**src/rtl/dmem_pkg.sv**
```systemverilog
// Shared encodings for the LSU-to-data-SRAM adapter.
package dmem_pkg;

  // Access size encoding on req_size
  localparam logic [1:0] SZ_BYTE = 2'd0;
  localparam logic [1:0] SZ_HALF = 2'd1;
  localparam logic [1:0] SZ_WORD = 2'd2;
  localparam logic [1:0] SZ_ILL  = 2'd3;

  // Default byte base of the data window
  localparam logic [31:0] DMEM_BASE_ADDR = 32'h0000_1000;

  typedef enum logic [1:0] {
    ST_IDLE   = 2'd0,
    ST_ACCESS = 2'd1,
    ST_WAIT   = 2'd2,
    ST_RESP   = 2'd3
  } dmem_state_e;

endpackage

```
**src/rtl/dmem_lane_fmt.sv**
```systemverilog
// Byte-lane formatting: store mask/replication and load extract/extend.
module dmem_lane_fmt
  import dmem_pkg::*;
(
  input  logic [1:0]  i_st_size,
  input  logic [1:0]  i_st_addr_lo,
  input  logic [31:0] i_st_wdata,
  output logic [3:0]  o_st_wmask,
  output logic [31:0] o_st_din,
  input  logic [1:0]  i_ld_size,
  input  logic [1:0]  i_ld_addr_lo,
  input  logic        i_ld_unsigned,
  input  logic [31:0] i_ld_dout,
  output logic [31:0] o_ld_rdata
);

  logic [7:0]  w_byte;
  logic [15:0] w_half;

  assign w_byte = i_ld_dout[{i_ld_addr_lo, 3'b000} +: 8];
  assign w_half = i_ld_addr_lo[1] ? i_ld_dout[31:16] : i_ld_dout[15:0];

  // Store path: select lanes and replicate data so any lane sees the right bytes
  always_comb begin
    o_st_wmask = 4'b0000;
    o_st_din   = 32'h0;
    case (i_st_size)
      SZ_BYTE: begin
        o_st_wmask = 4'b0001 << i_st_addr_lo;
        o_st_din   = {4{i_st_wdata[7:0]}};
      end
      SZ_HALF: begin
        o_st_wmask = i_st_addr_lo[1] ? 4'b1100 : 4'b0011;
        o_st_din   = {2{i_st_wdata[15:0]}};
      end
      SZ_WORD: begin
        o_st_wmask = 4'b1111;
        o_st_din   = i_st_wdata;
      end
      default: ;
    endcase
  end

  // Load path: pull the addressed lane down and sign/zero-extend it
  always_comb begin
    o_ld_rdata = 32'h0;
    case (i_ld_size)
      SZ_BYTE: o_ld_rdata = {{24{~i_ld_unsigned & w_byte[7]}}, w_byte};
      SZ_HALF: o_ld_rdata = {{16{~i_ld_unsigned & w_half[15]}}, w_half};
      SZ_WORD: o_ld_rdata = i_ld_dout;
      default: ;
    endcase
  end

endmodule

```
**src/rtl/dmem_lsu_adapter.sv**
```systemverilog
// LSU request/response bridge onto port 0 of the 32x256 data SRAM.
// All SRAM pins are registered; one transaction in flight at a time.
module dmem_lsu_adapter
  import dmem_pkg::*;
#(
  parameter int          ADDR_WIDTH = 8,
  parameter int          NUM_WMASKS = 4,
  parameter logic [31:0] BASE_ADDR  = DMEM_BASE_ADDR
) (
  input  logic                  clk,
  input  logic                  rst_n,
  input  logic                  i_req_valid,
  output logic                  o_req_ready,
  input  logic                  i_req_we,
  input  logic [1:0]            i_req_size,
  input  logic                  i_req_unsigned,
  input  logic [31:0]           i_req_addr,
  input  logic [31:0]           i_req_wdata,
  output logic                  o_rsp_valid,
  input  logic                  i_rsp_ready,
  output logic [31:0]           o_rsp_rdata,
  output logic                  o_rsp_err,
  output logic                  o_sram_csb,
  output logic                  o_sram_web,
  output logic [NUM_WMASKS-1:0] o_sram_wmask,
  output logic [ADDR_WIDTH-1:0] o_sram_addr,
  output logic [31:0]           o_sram_din,
  input  logic [31:0]           i_sram_dout
);

  // One past the last legal byte; 33 bits so the top of memory cannot wrap
  localparam logic [32:0] WIN_END = {1'b0, BASE_ADDR} + (33'd4 << ADDR_WIDTH);

  dmem_state_e r_state, w_state_nxt;

  logic                  r_we;
  logic [1:0]            r_size;
  logic                  r_uns;
  logic [1:0]            r_addr_lo;
  logic                  r_rsp_err;
  logic [31:0]           r_rsp_rdata;
  logic                  r_sram_csb;
  logic                  r_sram_web;
  logic [NUM_WMASKS-1:0] r_sram_wmask;
  logic [ADDR_WIDTH-1:0] r_sram_addr;
  logic [31:0]           r_sram_din;

  logic        w_acc;
  logic        w_err;
  logic        w_in_win;
  logic [3:0]  w_st_wmask;
  logic [31:0] w_st_din;
  logic [31:0] w_ld_rdata;

  assign w_acc    = (r_state == ST_IDLE) && i_req_valid;
  assign w_in_win = (i_req_addr >= BASE_ADDR) && ({1'b0, i_req_addr} < WIN_END);

  // Classify the incoming request: illegal size, misalignment or outside window
  always_comb begin
    w_err = ~w_in_win;
    case (i_req_size)
      SZ_HALF: if (i_req_addr[0])          w_err = 1'b1;
      SZ_WORD: if (i_req_addr[1:0] != 2'b00) w_err = 1'b1;
      SZ_ILL:  w_err = 1'b1;
      default: ;
    endcase
  end

  // Store lanes are formatted from live request inputs (loaded into pin flops at
  // acceptance); load lanes use the latched request against SRAM read data.
  dmem_lane_fmt u_fmt (
    .i_st_size     (i_req_size),
    .i_st_addr_lo  (i_req_addr[1:0]),
    .i_st_wdata    (i_req_wdata),
    .o_st_wmask    (w_st_wmask),
    .o_st_din      (w_st_din),
    .i_ld_size     (r_size),
    .i_ld_addr_lo  (r_addr_lo),
    .i_ld_unsigned (r_uns),
    .i_ld_dout     (i_sram_dout),
    .o_ld_rdata    (w_ld_rdata)
  );

  // FSM state register
  always_ff @(posedge clk or negedge rst_n) begin
    if (!rst_n) r_state <= ST_IDLE;
    else        r_state <= w_state_nxt;
  end

  // FSM next-state: errors skip straight to the response
  always_comb begin
    w_state_nxt = r_state;
    case (r_state)
      ST_IDLE:   if (i_req_valid) w_state_nxt = w_err ? ST_RESP : ST_ACCESS;
      ST_ACCESS: w_state_nxt = ST_WAIT;
      ST_WAIT:   w_state_nxt = ST_RESP;
      ST_RESP:   if (i_rsp_ready) w_state_nxt = ST_IDLE;
      default:   w_state_nxt = ST_IDLE;
    endcase
  end

  // FSM outputs: handshake signals decoded from state
  always_comb begin
    o_req_ready = (r_state == ST_IDLE);
    o_rsp_valid = (r_state == ST_RESP);
  end

  // Latch request attributes needed after acceptance
  always_ff @(posedge clk or negedge rst_n) begin
    if (!rst_n) begin
      r_we      <= 1'b0;
      r_size    <= SZ_BYTE;
      r_uns     <= 1'b0;
      r_addr_lo <= 2'b00;
    end else if (w_acc) begin
      r_we      <= i_req_we;
      r_size    <= i_req_size;
      r_uns     <= i_req_unsigned;
      r_addr_lo <= i_req_addr[1:0];
    end
  end

  // SRAM pin flops: drive one access cycle, then park deselected
  always_ff @(posedge clk or negedge rst_n) begin
    if (!rst_n) begin
      r_sram_csb   <= 1'b1;
      r_sram_web   <= 1'b1;
      r_sram_wmask <= '0;
      r_sram_addr  <= '0;
      r_sram_din   <= 32'h0;
    end else if (w_acc && !w_err) begin
      r_sram_csb   <= 1'b0;
      r_sram_web   <= ~i_req_we;
      r_sram_wmask <= i_req_we ? w_st_wmask : '0;
      r_sram_addr  <= i_req_addr[ADDR_WIDTH+1:2];
      r_sram_din   <= w_st_din;
    end else if (r_state == ST_ACCESS) begin
      r_sram_csb   <= 1'b1;
      r_sram_web   <= 1'b1;
      r_sram_wmask <= '0;
    end
  end

  // Response registers: error set at acceptance, load data captured at end of WAIT
  always_ff @(posedge clk or negedge rst_n) begin
    if (!rst_n) begin
      r_rsp_err   <= 1'b0;
      r_rsp_rdata <= 32'h0;
    end else if (w_acc) begin
      r_rsp_err   <= w_err;
      r_rsp_rdata <= 32'h0;
    end else if (r_state == ST_WAIT) begin
      r_rsp_rdata <= r_we ? 32'h0 : w_ld_rdata;
    end
  end

  assign o_rsp_err    = r_rsp_err;
  assign o_rsp_rdata  = r_rsp_rdata;
  assign o_sram_csb   = r_sram_csb;
  assign o_sram_web   = r_sram_web;
  assign o_sram_wmask = r_sram_wmask;
  assign o_sram_addr  = r_sram_addr;
  assign o_sram_din   = r_sram_din;

endmodule

```
**config.mk**
```make
export PLATFORM = sky130hd
export DESIGN_NAME = dmem_lsu_adapter
export DESIGN_NICKNAME = d
export VERILOG_FILES = /design/src/rtl/dmem_pkg.sv /design/src/rtl/dmem_lane_fmt.sv /design/src/rtl/dmem_lsu_adapter.sv
export SDC_FILE = /design/constraint.sdc
export NUM_CORES = 1
export LEC_CHECK = 0
export CAP_MARGIN = 20
export CORE_MARGIN = 2
export CORE_UTILIZATION = 31
export DETAILED_ROUTE_END_ITERATION = 16
export GPL_ROUTABILITY_DRIVEN = 0
export HOLD_SLACK_MARGIN = 0.1
export PLACE_DENSITY = 0.69
export SETUP_SLACK_MARGIN = 0.4
export SLEW_MARGIN = 5
export SYNTH_ARGS = -nofsm -noshare
export SYNTH_HDL_FRONTEND = slang
export SYNTH_HIERARCHICAL = 1
export SYNTH_SLANG_ARGS = --single-unit
```
**constraint.sdc**
```tcl
create_clock -name clk -period 4.4 [get_ports clk]
set_input_delay 0.44 -clock clk [delete_from_list [all_inputs] [get_ports clk]]
set_output_delay 0.44 -clock clk [all_outputs]
set_load 0.02 [all_outputs]
```
== After elaboration in Yosys (flattened, before gate mapping) ==
Cells that the tools add are included.

* Register bits: 87
* Input bits: 104
* Output and inout port bits: 81
* Word-level logic and storage cells: 63

* Magnitude comparators: 2
* Equality and inequality tests: 10
* Shift operators: 2
* Multiplexer cells: 21
* Bitwise logic cells: 5
* Reductions and logical operators: 11

{| class="wikitable"
|+ Operator list
! kind !! number
|-
| 32-bit case mux with 3 select lines || 2
|-
| 32-bit two-way mux || 3
|-
| 32-bit by 13-bit greater-or-equal comparator with 1-bit output (second input constant) || 1
|-
| 32-bit by 13-bit less-than comparator with 1-bit output (second input constant) || 1
|-
| 32-bit by 6-bit variable part select with 8-bit output || 1
|-
| 16-bit two-way mux || 1
|-
| 4-bit two-way mux || 4
|-
| 4-bit case mux with 3 select lines || 1
|-
| 2-bit equality test (second input constant) || 5
|-
| 2-bit case mux with 4 select lines || 1
|-
| 2-bit by 1-bit equality test with 1-bit output (second input constant) || 3
|-
| 2-bit logical NOT || 3
|-
| 2-bit two-way mux || 3
|-
| 2-bit nonzero test || 3
|-
| 1-bit two-way mux || 5
|-
| 1-bit by 2-bit left shift with 4-bit output (first input constant) || 1
|-
| 1-bit logical AND || 3
|-
| 1-bit NOT || 3
|-
| 1-bit case mux with 3 select lines || 1
|-
| 1-bit AND || 2
|-
| 2-bit by 1-bit != test with 1-bit output (second input constant) || 1
|-
| 2-bit != test (second input constant) || 1
|-
| 2-bit AND reduction || 1
|-
| 1-bit logical NOT || 1
|}

== Depth between registers and ports, before layout ==
Gate-level depths: netlist of run 1.

* Depth after elaboration: 8
* Depth in mapped cells: 8

== By module ==
Netlist of run 1, hierarchy kept.

{| class="wikitable"
|+ By module, submodules not included
! module !! times used !! cells each !! area an instance (µm²) !! seq. area each (µm²)
|-
| dmem_lsu_adapter || 1 || 233 || 3,557.2 || 2,179.6
|-
| dmem_lane_fmt || 1 || 200 || 1,265.0 || 0.0
|}

== Least setup slack after synthesis of run 1 ==
OpenSTA, ideal clock, no wires.

* Path kind: input to register
* Start: in i_req_size[0]
* End: reg r_sram_din[10], in the netlist o_sram_din[10]
* Data arrival time: 1.890 ns
* Required time: 4.275 ns
* Path slack: 2.384 ns
* Stages: 8
* Buffers on the path: 2
* Cell sequence: inv_1 -> ha_1 -> nor2_1 -> or3_1 -> and3b_4 -> buf_12 -> buf_12 -> mux2_4

* Word-level cells in the longest chain between the ends: 4

{| class="wikitable"
|+ RTL lines
! element !! RTL line !! text
|-
| start: declaration || dmem_lsu_adapter.sv:15 || <nowiki>input logic [1:0] i_req_size,</nowiki>
|-
| 2-bit equality test, or another cell as far along || dmem_lsu_adapter.sv:61 || <nowiki>case (i_req_size)</nowiki>
|-
| 1-bit case mux with 3 select lines || dmem_lsu_adapter.sv:61 ||
|-
| 1-bit logical NOT || dmem_lsu_adapter.sv:131 || <nowiki>end else if (w_acc && !w_err) begin</nowiki>
|-
| 1-bit logical AND || dmem_lsu_adapter.sv:131 ||
|-
| end signal: assignment || dmem_lsu_adapter.sv:136 || <nowiki>r_sram_din <= w_st_din;</nowiki>
|-
| end: declaration || dmem_lsu_adapter.sv:46 || <nowiki>logic [31:0] r_sram_din;</nowiki>
|}

Parallel ways exist; a longest one is shown, timed or not.
A chain may end at the register's enable or synchronous reset.

== Worst setup path in the final report of run 1 ==
* Start: in i_req_size[1]
* End: reg r_sram_din[27], in the netlist o_sram_din[27]

The elaborated chain is that of the path after synthesis.

==> impl_results.md, run 1 <==
* First-pass GRT wire length at ~22000 um
* Post-layout utilization of the core at 0.4625
* Comb pwr share at 0.522
* Fraction of registers with async set/reset at 1.000
* Final Setup Violations at 0
* Fmax at 348.5 MHz
* CTS hold repair buffers at 0
* Top cells by count, synth: dfrtp_1 (85), a22o_1 (32), o21ai_0 (31)
* Synth top area share at 0.4411
* Routed vias/inst at 5.298
* Congestion Overflow GR at 0
* CP endpoint kind: flip-flop
* Leakage at 2.933 nW
* Initial Util at 0.3172
* CP delay by family, top: buffers and inverters
* Clock power share at 0.169
* Setup tns final at 0 ns
* WP depth at 7
* Req. time, crit path at about 4.6 ns
* Sequential fraction of design power at 0.310
* Bufs on Longest Clock Path at 2
* Diode count at 0
* Max incr delay on CP at between 0.7 and 0.8 ns
* Final WL at 14480 um
* Clock sink count at slightly below 90
* Final min period at between 2 and 3 ns
* Outcome: finished clean
* IO Count at 185
* CP Cell Sequence: clkdlybuf4s50_1, buf_4, inv_1, ha_1, o22ai_2, and3b_4, mux2_2
* Most frequent cell after synthesis: dfrtp_1
* Peak supply drop at 0.3403 mV
* Crit path capture: o_sram_din[27]$_DFFE_PN0P_
* Fillers at 1412
* All-Layer GR Usage at 0.1746
* Via count at 4201
* Final hold viol count at 0
* Final antenna-violating net count at 0
* Area grow syn2layout at 45.80%
* Dpl hpwl at 10720 um
* RSZ-0062 raised after global routing: no
* Vias in the first global route at 4309
* Worst r2r path cells at 5
* Max-cap viol count at 0
* Syn nets at around 540
* Yosys cell types at 44
* Fin nets at between 700 and 800
* Switching Fraction at 0.3932
* Main flop type after synthesis: dfrtp_1
* Crit path arrival time at ~3.1 ns
* R2R Setup Slk at roughly 1.8 ns
* Mean Syn Cell Area at 11.14 sq um
* FP Rows at 45
* Finished Layout Cells at 793
* Seq/Total Area, Yosys at 0.4520
* Final Skew at 0.01081 ns
* Slew margin rel. at 0.4133
* # DRC at 0
* Die area at 0.01657 sq mm
* Die X at 128.7 um
* Initial antenna violation count at 0
* Reg-to-reg endpoint: o_sram_din[27]$_DFFE_PN0P_
* Skew-Pair Late Insertion Delay at 0.35 ns
* Num CTS Buffers at 9
* HP Class: in2async
* Setup bufs post-CTS at 0
* Slew at the pin closest to its max-slew limit at 0.8800 ns
* Post-Synthesis Cells at about 430
* Clock Pin Slew Worst Setup and Hold Paths at 0.07 ns
* Synth area leader: dfrtp_1
* Post-cts resize count at 0
* Initial drt markers at 269
* Crit path launch: i_req_size[1]
* NetSw at roughly 0.0018 W
* CP max FO at 47
* Warnings, synthesis at 6
* Design Power at approximately 0.0046 W
* CTS root buffer: clkbuf_16
* Routed WL per cell at 18.26 um
* Share of post-route cells with drive strength above 1 at 0.1355
* CTS tree: done
* Die H at 128.7 um
* CP max-delay cell: and3b_4
* Startpoint Class: input pin
* Synth top area cells: dfrtp_1 (44%), mux2_4 (7.5%), mux2_2 (6.1%), a22o_1 (5.8%), a22oi_1 (4.0%)
* EDFF count, synth at 0
* Setup Crit Path Kind: in2reg
* Pwr dens at roughly 660 mW/mm^2
* CP Buf/Inv Count at 3
* Port-buffer cells at ~180
* Tcrit/Tclk final at 0.6521
* H-tree levels at 3
* Placed instance count at 776
* Max Slew Vio Count at 0
* Drt pass-1 iters at 5
* Post-synthesis register bit count at 87
* Worst R2R Start: r_state[0]$_DFFE_PN0P_
* Placeable Area at 0.01520 sq mm
* Pin count of the biggest net entering global routing at between 50 and 60
* Post-Syn Area at 0.004822 sq mm
* P_int at 0.002813 W
-- state kept, by name, indices dropped and copies added, names as in the netlist, 2 cells and up --
| name | flops |
|---|---|
| o_sram_addr | 8 |
| o_rsp_rdata | 32 |
| o_sram_wmask | 4 |
| r_addr_lo | 2 |
| r_state | 2 |
| r_size | 2 |
| o_sram_din | 32 |
-- stage by stage --
| step | area [sq um] | hold slack (ns) | worst slack [ns] |
|---|---|---|---|
| 5_1_grt | 7030 | 0.2003 | 1.323 |
| 3_3_place_gp | 6704 | 0.4778 | 1.235 |
| 2_1_floorplan | 4822 | 0.1444 | 2.384 |
| 6_report | 7030 | 0.1406 | 1.531 |
| 3_5_place_dp | 6704 | 0.4851 | 1.162 |
| 4_1_cts | 7003 | 0.1813 | 1.535 |
-- worst min-delay path by stage --
stage | from | to | cells after the start | slack, ns
after floorplan | rst_n | o_rsp_err$_DFFE_PN0P_ | 0 | 0.14
after global placement | o_rsp_err$_DFFE_PN0P_ | o_rsp_err$_DFFE_PN0P_ | 2 | 0.48
after detailed placement | o_sram_csb$_DFFE_PN1P_ | o_sram_csb$_DFFE_PN1P_ | 2 | 0.49
after CTS | rst_n | o_rsp_rdata[0]$_DFFE_PN0P_ | 1 | 0.18
after global routing | rst_n | o_rsp_rdata[0]$_DFFE_PN0P_ | 1 | 0.20
final | rst_n | o_rsp_rdata[0]$_DFFE_PN0P_ | 1 | 0.14
-- cell usage in the layout (no fill, tap or decap), types with 9 or more instances in the layout --
cell             netlist  layout
nor2b_1               14      14
mux2_2                26      26
clkbuf_16              0       9
nor2_1                12      12
clkdlybuf4s50_1        0     183
nand2b_1              10      10
o21ai_0               31      31
o21ai_1               10      10
mux2i_1               13      13
a22o_1                32      32
nand2_1               22      22
mux2_4                24      24
a21o_1                 9       9
a21oi_1               25      24
a22oi_1               26      26
dfrtp_1               85      85
-- power by group through the flow --
stage | combinational [W] | sequential (W) | clock [W]
5_1_grt | 0.00258 | 0.00149 | 0.000833
3_3_place_gp | 0.00237 | 0.00143 | 0
2_1_floorplan | 0.00115 | 0.00171 | 0
3_5_place_dp | 0.00240 | 0.00144 | 0
4_1_cts | 0.00241 | 0.00144 | 0.000801
6_report | 0.00242 | 0.00144 | 0.000781
-- metal layers --
metal	track usage	wire, um	vias up
li1	-	-	1932
met1	0.2100	5908	2025
met2	0.2876	6730	222
met3	0.06071	1511	22
met4	0.06905	331	0
met5	0	0	-
-- logic make-up after synthesis --
kind of cell / synth area share
buf+inv: 0.05553
fa+ha+maj: 0.01816
mux: 0.1624
compound gates: 0.2164
flops: 0.4520
simple gates: 0.09548
-- layout make-up --
class / count / area, sq um / area share
Multi-Input combinational cell: 304 / 2379 / 0.3383
Sequential cell: 87 / 2180 / 0.3100
Timing Repair Buffer: 191 / 1912 / 0.2719
Tap cell: 188 / 235.2 / 0.03346
Clock buffer: 10 / 229.0 / 0.03257
Clock inverter: 6 / 70.07 / 0.009966
Inverter: 7 / 26.28 / 0.003737
(Power assumes the default switching activity.)
==> run 2: changes to the inputs <==
==> constraint.sdc (replaced) <==
create_clock -name clk -period 2.9 [get_ports clk]
set_input_delay 0.29 -clock clk [delete_from_list [all_inputs] [get_ports clk]]
set_output_delay 0.29 -clock clk [all_outputs]
set_load 0.02 [all_outputs]
==> impl_results.md, run 2 (synthesis gave the netlist of run 1 again) <==
* Outcome: finished clean
* Placed instance count at 785
* H-tree levels at 3
* First-pass GRT wire length at 23090 um
* Vias in the first global route at 4363
* Clock Pin Slew Worst Setup and Hold Paths at approximately 0.070 ns
* Final antenna-violating net count at 0
* Setup bufs post-CTS at 0
* Post-layout utilization of the core at 0.4675
* Finished Layout Cells at 802
* Congestion Overflow GR at 0
* # DRC at 0
* Setup tns final at 0 ns
* Diode count at 0
* IO Count at 185
* Slew at the pin closest to its max-slew limit at roughly 0.77 ns
* Final WL at 14850 um
* Pwr dens at 997.2 mW/mm^2
* Startpoint Class: input pin
* CTS root buffer: clkbuf_16
* Placeable Area at 0.01520 sq mm
* Setup Crit Path Kind: in2reg
* Final Skew at 0.009280 ns
* CP max FO at 18
* Slack of the critical path at 0.6341 ns
* Final hold viol count at 0
* Port-buffer cells at 184
* Max-cap viol count at 0
* Routed WL per cell at 18.51 um
* DP Worst Slack at 0.2956 ns
* CTS tree: done
* Max Slew Vio Count at 0
* Share of post-route cells with drive strength above 1 at 0.1466
* Most common cell after layout, fill and taps aside: clkdlybuf4s50_1
* Pin count of the biggest net entering global routing at 54
* Skew-Pair Late Insertion Delay at 0.35 ns
* Die area at 0.01657 sq mm
* Via count at 4316
* Tcrit/Tclk final at 0.7814
* FP Rows at 45
* Die H at 128.7 um
* Dpl hpwl at 11200 um
* Slew margin rel. at 0.4847
* Initial drt markers at 281
* Most frequent cells in the layout: clkdlybuf4s50_1 (183), dfrtp_1 (85), a22o_1 (32)
* CP endpoint kind: flip-flop
* Final Setup Violations at 0
* Initial Util at 0.3172
* Hold slack at approximately 0.49 ns
* Final min period at 2.266 ns
* Routed vias/inst at about 5.4
* HP Class: reg2reg
* Fillers at 1399
* Fmax at ~440 MHz
* Num CTS Buffers at 9
* Die X at 128.7 um
* Req. time, crit path at 3.13 ns
* Initial antenna violation count at 0
* RSZ-0062 raised after global routing: no
* CTS hold repair buffers at 1
* Clock sink count at 87
* Post-cts resize count at 0
* Area grow syn2layout at 47.38%
* Peak supply drop at approximately 0.44 mV
* Crit path arrival time at between 2 and 3 ns
* Fin nets at a little over 700
* Drt pass-1 iters at 5
* Leakage at approximately 3 nW
* All-Layer GR Usage at 0.1800
* Bufs on Longest Clock Path at 2
==> run 2: changes by cell type in the layout (fill, tap and decap cells not counted), sizes merged <==
| cell | before | now |
|---|---|---|
| dlygate4sd3 | 0 | 1 |
| buf | 8 | 16 |
| clkinv | 0 | 2 |
| clkinvlp | 3 | 0 |
| inv | 9 | 10 |
==> run 2: worst paths after layout <==
| check | startpoint | to | slack (ns) | cells after the start |
|---|---|---|---|---|
| min in group asynchronous | rst_n | o_rsp_rdata[26]$_DFFE_PN0P_ | 0.52 | 2 |
| hold reg to reg | o_sram_csb$_DFFE_PN1P_ | o_sram_csb$_DFFE_PN1P_ | 0.49 | 2 |
| hold / removal | o_sram_csb$_DFFE_PN1P_ | o_sram_csb$_DFFE_PN1P_ | 0.49 | 2 |
| max in group asynchronous | rst_n | o_sram_csb$_DFFE_PN1P_ | 1.61 | 3 |
| setup reg to reg | r_addr_lo[1]$_DFFE_PN0P_ | o_rsp_rdata[27]$_DFFE_PN0P_ | 0.68 | 5 |
| setup / recovery | i_req_size[0] | o_sram_addr[2]$_DFFE_PN0P_ | 0.63 | 8 |
==> run 2: power by group <==
part	switching (W)	internal, W
registers	0.000452	0.00173
clock network	0.000526	0.000684
logic	0.00182	0.00187
total	0.00280	0.00429
==> run 2: metrics by stage <==
step,power (W),instance area (sq um)
3_5_place_dp,0.005893,6792
3_3_place_gp,0.005792,6777
4_1_cts,0.007141,7107
2_1_floorplan,0.004343,4822
6_report,0.007087,7107
5_1_grt,0.007501,7107
==> run 2: per-layer routing <==
layer	track usage	share of wire
met5	0	0
met1	0.2301	0.42
met4	0.07737	0.024
met2	0.2857	0.46
met3	0.05156	0.098
==> run 2: worst max-delay path, cell delays in order <==
cell and delay [ns]:
clkdlybuf4s50_1 0.44, buf_4 0.17, ha_1 0.20, a211oi_1 0.26
or3_1 0.19, and3b_4 0.37, buf_12 0.21, mux2_2 0.34
==> run 2: final cells by class <==
cell class,instances,area (sq um),share of cell area
clock buffers,10,229.0,0.03222
clock inverters,6,76.32,0.01074
inverters,7,26.28,0.003697
multi-input cells,304,2379,0.3347
flip-flops and latches,87,2180,0.3067
well taps,188,235.2,0.03310
repair buffers,200,1982,0.2789
==> edit 1: new RTL, settings of run 2 <==
`ADDR_WIDTH`: 8 -> 7.
--- a/src/rtl/dmem_lsu_adapter.sv
+++ b/src/rtl/dmem_lsu_adapter.sv
@@ -5,3 +5,3 @@
 #(
-  parameter int          ADDR_WIDTH = 8,
+  parameter int          ADDR_WIDTH = 7,
   parameter int          NUM_WMASKS = 4,
Ports: changed (resized o_sram_addr); port bits go from 185 to 184. No check against the original RTL was run, so the function may have changed too.
==> edit 1 against run 2 <==
  * Area after synthesis decreased by 2.6%
  * Total power increased by 0.63%
  * Design area is 1.7% lower
  * Utilization rose by 0.98 points
  * Count of clock-buffer cells in the layout unchanged
  * Setup slack got worse by 0.15 ns
  * Die area shrank 2.6%
  * Sequential cell count down 1
  * Wire length decreased by 2.3%
==> edit 1: results (changes against run 2) <==
status=completed; First-pass DRT Iterations=4 (-1); largest net degree at the start of global routing=87 (+61%); routed via count=4123 (-4.5%); deepest level of the CTS H-tree=3 (unchanged); vias in the first global route=4321 (-0.96%); Worst Hold Class=in -> async; Pleak=3.010 nW (+0.70%); Synth Area in Adders=1.866% (+0.049 points); fill cell count=1342 (-4.1%); Post-layout nets=703 (-2.4%); first-pass GRT wire length=22.57 mm (-2.3%); I/O Buffers=183 (-0.54%); Synth Area in Compound Gates=23.43% (+1.8 points); HPWL after detailed placement=10.53 mm (-6.0%); Max Fanout on Critical Path=47 (+29); top cells by area, synth=dfrtp_1 45%, mux2_4 7.4%, mux2_2 6.0%; most instantiated cells after synthesis=84 x dfrtp_1, 32 x a22o_1, 31 x o21ai_0, 27 x a21oi_1, 26 x a22oi_1; layout cells sized above 1=13.57% (-1.1 points); Seq/Total Area, Yosys=45.90% (+0.70 points); Post-Synth XOR/XNOR Area=0% (unchanged); overall global routing resource usage=17.87% (-0.13 points); ys async rst share=100.0% (unchanged); Mapped Nets=535 (-1.7%); Worst VDD drop=0.4513 mV (+1.7%); CTS root buf=clkbuf_16; initial DRC count=303 (+7.8%); wire length per cell=18.58 µm (+0.35%); mux contribution to synthesized area=15.06% (-1.2 points); CP Data Arrival Time=2.65 ns (+0.15 ns); Placed Cells=762 (-2.9%); syn avg cell area=11.07 µm² (-0.58%); WL final=14.51 mm (-2.3%); count of cell types in the netlist=42 (-4.5%); clk_skew=0.008905 ns (-0.0003746 ns); CTS Buf Count=9 (unchanged); Max transition margin=46.74% (-1.7 points)
-- edit 1: final timing paths --
check	startpoint	to	slack (ns)	cells after the start
setup reg to reg	r_state[0]	o_sram_din[12]	0.52	5
max in group asynchronous	rst_n	o_sram_web	1.84	3
setup / recovery	i_req_size[1]	o_sram_din[30]	0.49	7
hold / removal	rst_n	o_rsp_rdata[4]	0.41	2
min in group clk	r_we	r_we	0.49	2
hold reg to reg	r_we	r_we	0.49	2
-- edit 1: layer usage --
metal / share of wire (%) / up-vias / track usage (%) / wire length (µm)
met5: 0 / - / 0 / 0
met4: 2.4 / 0 / 7.886 / 342
met3: 8.7 / 22 / 6.030 / 1262
met2: 46 / 198 / 28.46 / 6606
met1: 43 / 1983 / 22.14 / 6300
li1: - / 1920 / - / -
-- edit 1: cell type report --
type / instances / area [µm²] / area share [%]
Clock buffer: 10 / 239.0 / 3.419
Clock inverter: 6 / 93.84 / 1.343
Inverter: 9 / 33.78 / 0.4834
Multi-Input combinational cell: 294 / 2311 / 33.06
Sequential cell: 86 / 2155 / 30.83
Tap cell: 184 / 230.2 / 3.294
Timing Repair Buffer: 192 / 1927 / 27.57
-- edit 1: stage by stage --
stage / area, µm² / worst slack, ns / power, mW
floorplan: 4695 / 0.8904 / 4.327
global placement: 6604 / 0.1738 / 5.753
detailed placement: 6604 / 0.1279 / 5.818
CTS: 6937 / 0.4047 / 7.144
global route: 6989 / 0.3809 / 7.543
finish: 6989 / 0.4863 / 7.132
-- edit 1: critical path, cell delays in order --
cell             delay (ns)
clkdlybuf4s50_1        0.48
buf_4                  0.34
ha_1                   0.22
nand3_1                0.07
a21oi_1                0.17
or3_4                  0.61
mux2_2                 0.41
-- edit 1: power by group --
group	internal [mW]	total [mW]	switching, mW
registers	1.72	2.15	0.435
logic	1.88	3.69	1.81
clock network	0.784	1.29	0.507
==> edit 2: new RTL, flow settings as in run 2 <==
Without the edit above. The 4 states of `dmem_state_e` get a one-hot encoding in 4 bits.
--- a/src/rtl/dmem_pkg.sv
+++ b/src/rtl/dmem_pkg.sv
@@ -12,7 +12,7 @@
 
-  typedef enum logic [1:0] {
-    ST_IDLE   = 2'd0,
-    ST_ACCESS = 2'd1,
-    ST_WAIT   = 2'd2,
-    ST_RESP   = 2'd3
+  typedef enum logic [3:0] {
+    ST_IDLE   = 4'b0001,
+    ST_ACCESS = 4'b0010,
+    ST_WAIT   = 4'b0100,
+    ST_RESP   = 4'b1000
   } dmem_state_e;
Function: same outputs for any inputs over 10 cycles, from zero or initial values and one cycle with rst_n low; not proved beyond that.
==> edit 2 against run 2 <==
  * Total power fell by 14%
  * Design area grew 3.5%
  * Via count is 8.1% higher
  * Count of clock-buffer cells in the layout down 1
  * Setup slack worse by 0.039 ns
  * Wire length rose by 4.6%
  * Area after synthesis grew 4.5%
  * Critical path depth is the same
  * Sequential cell count is 2 higher
  * Synthesized cell count is 19% higher
  * Utilization decreased by 0.44 points
  * First-iteration DRC count shrank 16%
  * Largest cell class unchanged
==> edit 2: results (changes against run 2) <==
status=completed; met3 usage in global routing=5.093% (-0.063 points); count of cell types in the netlist=50 (+14%); Post-layout nets=789 (+9.6%); met3 WL=1.455 mm (+0.41%); initial DRC count=236 (-16%); met1 GRT Util=23.21% (+0.20 points); Worst Tran Pin Value=0.8206 ns (+0.04766 ns); CP Data Arrival Time=2.54 ns (+0.04 ns); most instantiated cells after synthesis=86 x dfrtp_1, 65 x nand2_1, 54 x a21oi_1, 34 x o21ai_0, 33 x mux2_2; Worst Hold Class=in -> async; top cells by area, synth=dfrtp_1 43%, mux2_2 7.4%, a21oi_1 5.4%; M2 GR Usage=28.71% (+0.14 points); WL final=15.53 mm (+4.6%); clk_skew=0.009226 ns (-0.00005376 ns); Setup Buffers After CTS=0 (unchanged); crit-path leading delay family=buffers and inverters; Synth Area in Compound Gates=18.67% (-3.0 points); first-pass GRT wire length=25.18 mm (+9.0%); vias in the first global route=4821 (+10%); layout cells sized above 1=12.81% (-1.8 points); Max Fanout on Critical Path=27 (+9); CTS root buf=clkbuf_16; Synth Area in Adders=0.7448% (-1.1 points); wl on met1=6.667 mm (+7.1%); fill cell count=1483 (+6.0%); largest net degree at the start of global routing=76 (+41%); crit-path max cell delay=0.53 ns (+0.09 ns); overall global routing resource usage=18.11% (+0.11 points); DR WL met2=6.953 mm (+2.1%); Clk Latency, worst-skew pair=0.35 ns (about the same); R2R Path Start=r_size[1]; Worst VDD drop=0.4773 mV (+7.5%); ys async rst share=100.0% (unchanged); Pleak=2.948 nW (-1.4%); uppermost routed layer=met4; HPWL after detailed placement=11.43 mm (+2.0%); I/O Buffers=184 (unchanged); Mapped Nets=621 (+14%); mux contribution to synthesized area=12.88% (-3.4 points); Seq/Total Area, Yosys=44.27% (-0.93 points); deepest level of the CTS H-tree=3 (unchanged); Via density=5.166 (-4.0%)
==> edit 2: path summary, 6_finish.rpt <==
kind	cells past startpoint	to	slack, ns
setup / recovery	8	o_sram_din[15]	0.59
hold / removal	2	o_rsp_rdata[12]	0.36
setup reg to reg	5	o_rsp_rdata[31]	0.64
hold reg to reg	1	o_sram_din[28]	0.50
max in group asynchronous	4	o_sram_din[3]	1.77
min in group clk	3	r_uns	0.48
==> edit 2: final cells by class <==
cell class                      count  share of cell area [%]
Sequential cell                    89                   30.33
Timing Repair Buffer              199                   27.08
Clock inverter                      7                  0.8165
Multi-Input combinational cell    378                   34.78
Inverter                            5                  0.2551
Tap cell                          216                   3.674
Clock buffer                        9                   3.062
==> edit 2: stage by stage <==
step | cell area, µm² | cells | power [mW] | hold WS (ns) | worst slack (ns)
after floorplan | 5040 | 514 | 3.788 | -0.005591 | 0.6150
after global placement | 7008 | 884 | 4.918 | 0.4710 | 0.2996
after detailed placement | 7008 | 884 | 4.970 | 0.4834 | 0.2152
after CTS | 7293 | 900 | 6.158 | 0.1310 | 0.5950
after global routing | 7356 | 903 | 6.465 | 0.3843 | 0.4440
final | 7356 | 903 | 6.122 | 0.3593 | 0.5947
==> edit 2: where the power goes <==
part / internal [mW] / total, mW / switching [mW] / leakage, nW
registers: 1.63 / 2.04 / 0.407 / 1.15
clock network: 0.600 / 1.16 / 0.559 / 0.143
logic: 1.47 / 2.92 / 1.45 / 1.65
total: 3.71 / 6.12 / 2.41 / 2.95
==> edit 2: cells by family after synthesis <==
logic type / count (synthesis)
AOI/OAI and AO/OA: 154
adders and majority gates: 3
buffers and inverters: 47
DFF: 89
muxes: 55
and+or+nand+nor: 166
